`config.mk`:
```
export PLATFORM = sky130hd
export DESIGN_NAME = seg7_scan_capture
export DESIGN_NICKNAME = d
export VERILOG_FILES = /design/src/rtl/seg7_pkg.sv /design/src/rtl/seg7_pattern_decode.sv /design/src/rtl/seg7_scan_capture.sv
export SDC_FILE = /design/constraint.sdc
export NUM_CORES = 1
export LEC_CHECK = 0
export CORE_MARGIN = 4
export CORE_UTILIZATION = 40
export DETAILED_ROUTE_END_ITERATION = 16
export HOLD_SLACK_MARGIN = 0.03
export PLACE_DENSITY = 0.68
export REMOVE_ABC_BUFFERS = 1
export SKIP_CTS_REPAIR_TIMING = 1
export SLEW_MARGIN = 20
export SYNTH_ARGS = -nofsm -noshare
export SYNTH_HDL_FRONTEND = slang
export SYNTH_SLANG_ARGS = --single-unit
```
`constraint.sdc`:
```
create_clock -name CLK100MHZ -period 7.3 [get_ports CLK100MHZ]
set_input_delay 1.46 -clock CLK100MHZ [delete_from_list [all_inputs] [get_ports CLK100MHZ]]
set_output_delay 1.46 -clock CLK100MHZ [all_outputs]
set_load 0.03 [all_outputs]
```
`src/rtl/seg7_pkg.sv`:
```
// Shared constants, FSM state type and anode helpers for the scanned
// 7-segment display capture block.
package seg7_pkg;

  localparam int NUM_DIGITS = 8;

  localparam int SEG_A = 0;
  localparam int SEG_B = 1;
  localparam int SEG_C = 2;
  localparam int SEG_D = 3;
  localparam int SEG_E = 4;
  localparam int SEG_F = 5;
  localparam int SEG_G = 6;

  localparam logic [6:0] SEG_BLANK = 7'b0000000;

  // Segment patterns {g,f,e,d,c,b,a} for hex values 0..F
  localparam logic [6:0] SEG_HEX [0:15] = '{
    7'b0111111, 7'b0000110, 7'b1011011, 7'b1001111,
    7'b1100110, 7'b1101101, 7'b1111101, 7'b0000111,
    7'b1111111, 7'b1100111, 7'b1110111, 7'b1111100,
    7'b1011000, 7'b1011110, 7'b1111001, 7'b1110001
  };

  typedef enum logic [1:0] {
    IDLE    = 2'd0,
    SETTLE  = 2'd1,
    CAPTURE = 2'd2,
    HOLD    = 2'd3
  } seg7_state_e;

  // An anode word selects a digit only when exactly one bit is low.
  function automatic logic an_is_legal(input logic [7:0] an);
    logic [3:0] zeros;
    zeros = 4'd0;
    for (int i = 0; i < NUM_DIGITS; i++) begin
      zeros = zeros + {3'd0, ~an[i]};
    end
    return (zeros == 4'd1);
  endfunction

  function automatic logic [2:0] an_position(input logic [7:0] an);
    logic [2:0] pos;
    pos = 3'd0;
    for (int i = 0; i < NUM_DIGITS; i++) begin
      pos = an[i] ? pos : 3'(i);
    end
    return pos;
  endfunction

endpackage

```
`src/rtl/seg7_pattern_decode.sv`:
```
// Combinational decode of a 7-segment pattern into a hex nibble with
// hex / blank classification; anything else is an unrecognised pattern.
module seg7_pattern_decode
  import seg7_pkg::*;
(
  input  logic [6:0] pattern,
  output logic [3:0] nibble,
  output logic       is_hex,
  output logic       is_blank
);

  // Table search; the 16 patterns are distinct so at most one matches
  always_comb begin
    nibble   = 4'd0;
    is_hex   = 1'b0;
    for (int i = 0; i < 16; i++) begin
      nibble = (pattern == SEG_HEX[i]) ? 4'(i) : nibble;
      is_hex = (pattern == SEG_HEX[i]) ? 1'b1 : is_hex;
    end
    is_blank = (pattern == SEG_BLANK);
  end

endmodule

```
`src/rtl/seg7_scan_capture.sv`:
```
// Samples a multiplexed 8-digit anode/segment bus, settles each dwell,
// and publishes the reconstructed hex word once per complete scan frame.
module seg7_scan_capture
  import seg7_pkg::*;
#(
  parameter int SETTLE_CYCLES  = 16,
  parameter int TIMEOUT_CYCLES = 1_000_000,
  parameter int SYNC_STAGES    = 2
) (
  input  logic        CLK100MHZ,
  input  logic        CPU_RESETN,
  input  logic [7:0]  AN,
  input  logic [6:0]  SEG,
  output logic [31:0] HEX,
  output logic        FRAME_VALID,
  output logic [7:0]  DIGIT_ERR,
  output logic [7:0]  BLANK,
  output logic        STALE
);

  localparam int SW = $clog2(SETTLE_CYCLES) + 1;
  localparam int TW = $clog2(TIMEOUT_CYCLES) + 1;
  localparam logic [SW-1:0] SETTLE_MAX  = SW'(SETTLE_CYCLES);
  localparam logic [TW-1:0] TIMEOUT_MAX = TW'(TIMEOUT_CYCLES);

  logic [SYNC_STAGES-1:0][7:0] an_sync_r;
  logic [SYNC_STAGES-1:0][6:0] seg_sync_r;
  logic [7:0]      an_s;
  logic [6:0]      seg_s;

  seg7_state_e     state_r, state_nxt_s;
  logic [SW-1:0]   cnt_r, cnt_nxt_s;
  logic [7:0]      snap_an_r;
  logic [6:0]      snap_seg_r;
  logic            snap_load_s;
  logic            an_legal_s, same_s, capture_s, commit_s;

  logic [2:0]      pos_s;
  logic [3:0]      dec_nibble_s;
  logic            dec_hex_s, dec_blank_s;

  logic [7:0][3:0] shadow_hex_r;
  logic [7:0]      shadow_err_r, shadow_blank_r;
  logic [7:0]      seen_r, seen_nxt_s;
  logic [TW-1:0]   tmo_r, tmo_nxt_s;

  // Input synchronizer chains
  always_ff @(posedge CLK100MHZ or negedge CPU_RESETN) begin
    if (!CPU_RESETN) begin
      an_sync_r  <= '0;
      seg_sync_r <= '0;
    end else begin
      an_sync_r  <= {an_sync_r[SYNC_STAGES-2:0], AN};
      seg_sync_r <= {seg_sync_r[SYNC_STAGES-2:0], SEG};
    end
  end

  assign an_s       = an_sync_r[SYNC_STAGES-1];
  assign seg_s      = seg_sync_r[SYNC_STAGES-1];
  assign an_legal_s = an_is_legal(an_s);
  assign same_s     = (an_s == snap_an_r) && (seg_s == snap_seg_r);
  assign capture_s  = (state_r == CAPTURE);
  assign commit_s   = (seen_r == 8'hFF);

  // Next-state logic; the count includes the sample that opened the dwell
  always_comb begin
    state_nxt_s = state_r;
    cnt_nxt_s   = cnt_r;
    snap_load_s = 1'b0;
    case (state_r)
      IDLE: begin
        if (an_legal_s) begin
          snap_load_s = 1'b1;
          cnt_nxt_s   = SW'(1);
          state_nxt_s = (SETTLE_MAX == SW'(1)) ? CAPTURE : SETTLE;
        end else begin
          state_nxt_s = IDLE;
        end
      end
      SETTLE: begin
        if (same_s) begin
          cnt_nxt_s   = cnt_r + SW'(1);
          state_nxt_s = ((cnt_r + SW'(1)) >= SETTLE_MAX) ? CAPTURE : SETTLE;
        end else if (an_legal_s) begin
          snap_load_s = 1'b1;
          cnt_nxt_s   = SW'(1);
          state_nxt_s = SETTLE;
        end else begin
          cnt_nxt_s   = SW'(0);
          state_nxt_s = IDLE;
        end
      end
      CAPTURE: begin
        state_nxt_s = HOLD;
      end
      HOLD: begin
        if (an_s != snap_an_r) begin
          state_nxt_s = IDLE;
        end else begin
          state_nxt_s = HOLD;
        end
      end
      default: begin
        cnt_nxt_s   = SW'(0);
        state_nxt_s = IDLE;
      end
    endcase
  end

  // FSM state, settle counter and dwell snapshot
  always_ff @(posedge CLK100MHZ or negedge CPU_RESETN) begin
    if (!CPU_RESETN) begin
      state_r    <= IDLE;
      cnt_r      <= SW'(0);
      snap_an_r  <= 8'hFF;
      snap_seg_r <= 7'd0;
    end else begin
      state_r <= state_nxt_s;
      cnt_r   <= cnt_nxt_s;
      if (snap_load_s) begin
        snap_an_r  <= an_s;
        snap_seg_r <= seg_s;
      end else begin
        snap_an_r  <= snap_an_r;
        snap_seg_r <= snap_seg_r;
      end
    end
  end

  assign pos_s = an_position(snap_an_r);

  seg7_pattern_decode u_decode (
    .pattern  (snap_seg_r),
    .nibble   (dec_nibble_s),
    .is_hex   (dec_hex_s),
    .is_blank (dec_blank_s)
  );

  // Shadow slot update; an error keeps the previously captured nibble
  always_ff @(posedge CLK100MHZ or negedge CPU_RESETN) begin
    if (!CPU_RESETN) begin
      shadow_hex_r   <= '0;
      shadow_err_r   <= 8'h00;
      shadow_blank_r <= 8'h00;
    end else if (capture_s) begin
      if (dec_hex_s) begin
        shadow_hex_r[pos_s]   <= dec_nibble_s;
        shadow_err_r[pos_s]   <= 1'b0;
        shadow_blank_r[pos_s] <= 1'b0;
      end else if (dec_blank_s) begin
        shadow_hex_r[pos_s]   <= 4'h0;
        shadow_err_r[pos_s]   <= 1'b0;
        shadow_blank_r[pos_s] <= 1'b1;
      end else begin
        shadow_err_r[pos_s]   <= 1'b1;
        shadow_blank_r[pos_s] <= 1'b0;
      end
    end else begin
      shadow_hex_r   <= shadow_hex_r;
      shadow_err_r   <= shadow_err_r;
      shadow_blank_r <= shadow_blank_r;
    end
  end

  assign seen_nxt_s = (commit_s ? 8'h00 : seen_r) |
                      (capture_s ? (8'h01 << pos_s) : 8'h00);

  // Frame commit: publish the shadow set one cycle after the last position lands
  always_ff @(posedge CLK100MHZ or negedge CPU_RESETN) begin
    if (!CPU_RESETN) begin
      seen_r      <= 8'h00;
      HEX         <= 32'h0;
      DIGIT_ERR   <= 8'h00;
      BLANK       <= 8'h00;
      FRAME_VALID <= 1'b0;
    end else begin
      seen_r      <= seen_nxt_s;
      FRAME_VALID <= commit_s;
      if (commit_s) begin
        HEX       <= shadow_hex_r;
        DIGIT_ERR <= shadow_err_r;
        BLANK     <= shadow_blank_r;
      end else begin
        HEX       <= HEX;
        DIGIT_ERR <= DIGIT_ERR;
        BLANK     <= BLANK;
      end
    end
  end

  assign tmo_nxt_s = (tmo_r == TIMEOUT_MAX) ? tmo_r : tmo_r + TW'(1);

  // Saturating inactivity timer; a commit cycle never raises STALE
  always_ff @(posedge CLK100MHZ or negedge CPU_RESETN) begin
    if (!CPU_RESETN) begin
      tmo_r <= TW'(0);
      STALE <= 1'b0;
    end else if (capture_s) begin
      tmo_r <= TW'(0);
      STALE <= 1'b0;
    end else begin
      tmo_r <= tmo_nxt_s;
      STALE <= commit_s ? STALE : (tmo_nxt_s == TIMEOUT_MAX);
    end
  end

endmodule

```
==> impl_metrics.toml <==
[status]
status = "completed"

[logic_synthesis]
synth_top_cell_area_share_pct = 55.3
synth_area_leaders = "dfrtp_1, nand2_1, xor2_1"
ys_seq_area_share_pct = 58.0
post-synth-top-area-cell = "dfrtp_1"
ys_warn_count = 0
synth_edf_count = 0
synthCells = 749
syn-cell-area_um2 = 7740
synth_cell_types = 73
synth-seq-cells = 179
ys_async_sr_fraction_pct = 100
syn_area_per_cell_um2 = 10.3
synth_flop_cell = "dfrtp_1"

[cells_and_area]
syn_to_final_growth_pct = 18.1
stdcell_count = 1072
nets = 826
fill_cells = 1756
antennaDiodeCount = 0
multiInputGateArea_um2 = 2950
register_area_um2 = 4490
final_cell_mix = "nand2_1, dfrtp_1, clkdlybuf4s50_1, o21ai_0, nor2_1"
drive_gt1_share_pct = 9.98
final_common_cell = "nand2_1"

[worst_setup_path]
ff2ff_setup_slack_ns = 3.29
crit_fanout = 16
r2r_end = "snap_seg_r[4]$_DFFE_PN0P_"
arrival_ns = 4.32
worstSetupEndpointType = "register"
reg2reg_from = "an_s[0]$_DFF_PN0_"
worst-r2r-cell-count = 12
critPathLaunch = "an_s[0]$_DFF_PN0_"
crit_required_ns = 7.61
crit_type = "register to register"
start_kind = "register"

[clock_network]
cts_max_level = 4
cts_root_buffer = "clkbuf_16"
insertion_delay_ns = 0.43
cts.path.max_buffers = 2
path_clk_slew_ns = 0.07
cts_tree = "done"
cts_made_buffers = 17
clock-sinks = 179

[min_path]
hp-class = "register to register"
min_to = "an_s[0]$_DFF_PN0_"
hold_start = "an_sync_r[0]$_DFF_PN0_"
hold_depth = 0

[timing]
setup_viol = 0
relSlewSlack_pct = 31.2
hold_viol = 0
maxSlewViolCount = 0
fin_crit_ns = 4.01
setup_tns_ns = 0
max_clock_freq_mhz = 249
worst_pin_slew_ns = 1.03
fin_skew_ns = 0.0125
rsz0062_at_grt = "false"
min_period_over_period_pct = 55.0

[grt]
grt_pass1_wl_um = 26000
track_usage_pct = 14.8
grt_pass1_vias = 5103
grt_antenna_before_repair = 0
grt_overflow = 0
grt_max_degree = 98

[die]
coreArea_um2 = 18900
initial_core_util_pct = 40.9
die_area_um2 = 21600
pin_count = 67
die_w_um = 147
die_h_um = 147
fp-row-count = 50

[place]
gp_congestion = 0.842
port_buffers = 66
hpwlAfterDp_um = 10200
place_inst = 1040

[power]
p_leak_nw = 4.24
peakVddDrop_mv = 0.162
powerDensity_nw_per_um2 = 274

[detailed_routing]
dr.pass1.iters = 5
postRouteAntennaNets = 0
drc = 0
viasPerCell = 4.95
wl_per_cell_um = 14.5
drt_wl_total_um = 15500
dr_total_vias = 5305
first_iter_violations = 327

[job]
cap_violations = 0
==> routing by layer <==
metal,GRT usage [%],vias up,part of all wire [%],wire length (um)
met3,3.67,13,4.8,749
met4,4.61,0,1.1,172
met5,0,-,0,0
met2,22.8,120,46,7220
li1,-,2615,-,-
met1,20.8,2557,48,7390
==> worst max-delay path, cell delays in order (launching register included) <==
cell,delay (ns)
dfrtp_1,0.38
inv_1,0.07
fa_1,0.56
fa_1,0.44
fa_1,0.50
ha_1,0.16
inv_1,0.05
fa_1,0.37
a2111oi_0,0.32
o211ai_1,0.24
nor2_1,0.18
o21ai_2,0.27
mux2_2,0.36
==> sequential cells by signal, indices dropped and copies added (netlist names), named ones only <==
register / count
shadow_hex_r: 32
state_r: 2
HEX: 32
seg_sync_r: 7
DIGIT_ERR: 8
STALE: 1
cnt_r: 5
FRAME_VALID: 1
tmo_r: 21
BLANK: 8
an_s: 8
an_sync_r: 8
seen_r: 8
seg_s: 7
snap_seg_r: 7
snap_an_r: 8
==> per-stage QoR <==
step | area (um2) | total power, mW | hold slack, ns | utilization, % | worst slack, ns
after floorplan | 7550 | 1.48 | 0.331 | - | 3.67
after global placement | 8560 | 1.62 | 0.333 | 45.3 | 3.47
after detailed placement | 8560 | 1.63 | 0.335 | 45.3 | 3.32
after CTS | 9140 | 2.52 | 0.350 | 48.4 | 3.29
after global routing | 9140 | 2.62 | 0.355 | 48.4 | 3.11
final | 9140 | 2.50 | 0.349 | 48.4 | 3.29
==> cell families after synthesis <==
family / Yosys count / share of synthesized area, %
AND/OR/NAND/NOR: 313 / 18.7
flip-flops: 179 / 58.0
AO/OA/AOI/OAI: 114 / 9.30
buffers and inverters: 67 / 3.80
XOR/XNOR: 42 / 4.76
multiplexers: 24 / 3.41
adder cells (fa/ha/maj): 10 / 2.01
==> where the power goes <==
| group | switching, mW | internal (mW) |
|---|---|---|
| Clock | 0.392 | 0.494 |
| Sequential | 0.136 | 1.06 |
| Combinational | 0.238 | 0.175 |
| Total | 0.767 | 1.73 |
==> cells in the mapped netlist, types with 3 or more instances <==
| master | number |
|---|---|
| a21boi_0 | 3 |
| a21oi_1 | 12 |
| a31oi_1 | 3 |
| and3_1 | 5 |
| buf_2 | 11 |
| buf_4 | 3 |
| clkbuf_1 | 21 |
| dfrtp_1 | 171 |
| dfstp_2 | 8 |
| fa_1 | 4 |
| ha_1 | 6 |
| inv_1 | 28 |
| mux2_2 | 19 |
| mux2i_1 | 5 |
| nand2_1 | 196 |
| nand2b_1 | 3 |
| nand3_1 | 16 |
| nand3b_1 | 5 |
| nand4_1 | 8 |
| nor2_1 | 33 |
| nor3_1 | 6 |
| nor3b_1 | 3 |
| nor4_1 | 7 |
| o21ai_0 | 46 |
| o21ai_1 | 17 |
| o2bb2ai_1 | 9 |
| or3_1 | 3 |
| xnor2_1 | 14 |
| xor2_1 | 28 |
==> area by class of cell <==
type,instances,share of cell area (%)
clock inverters,13,1.34
inverters,29,1.19
multi-input cells,503,32.3
clock buffers,19,4.96
repair buffers,69,7.53
well taps,260,3.56
flip-flops and latches,179,49.1
==> worst max-delay path by stage <==
stage / cells after the start / end / slack, ns
final: 12 / snap_seg_r[4]$_DFFE_PN0P_ / 3.29
after global routing: 12 / snap_seg_r[4]$_DFFE_PN0P_ / 3.11
after floorplan: 12 / snap_seg_r[0]$_DFFE_PN0P_ / 3.67
after detailed placement: 12 / snap_seg_r[0]$_DFFE_PN0P_ / 3.32
after global placement: 12 / snap_seg_r[4]$_DFFE_PN0P_ / 3.47
after CTS: 12 / snap_seg_r[4]$_DFFE_PN0P_ / 3.29
Power figures use the tool's default switching activity.
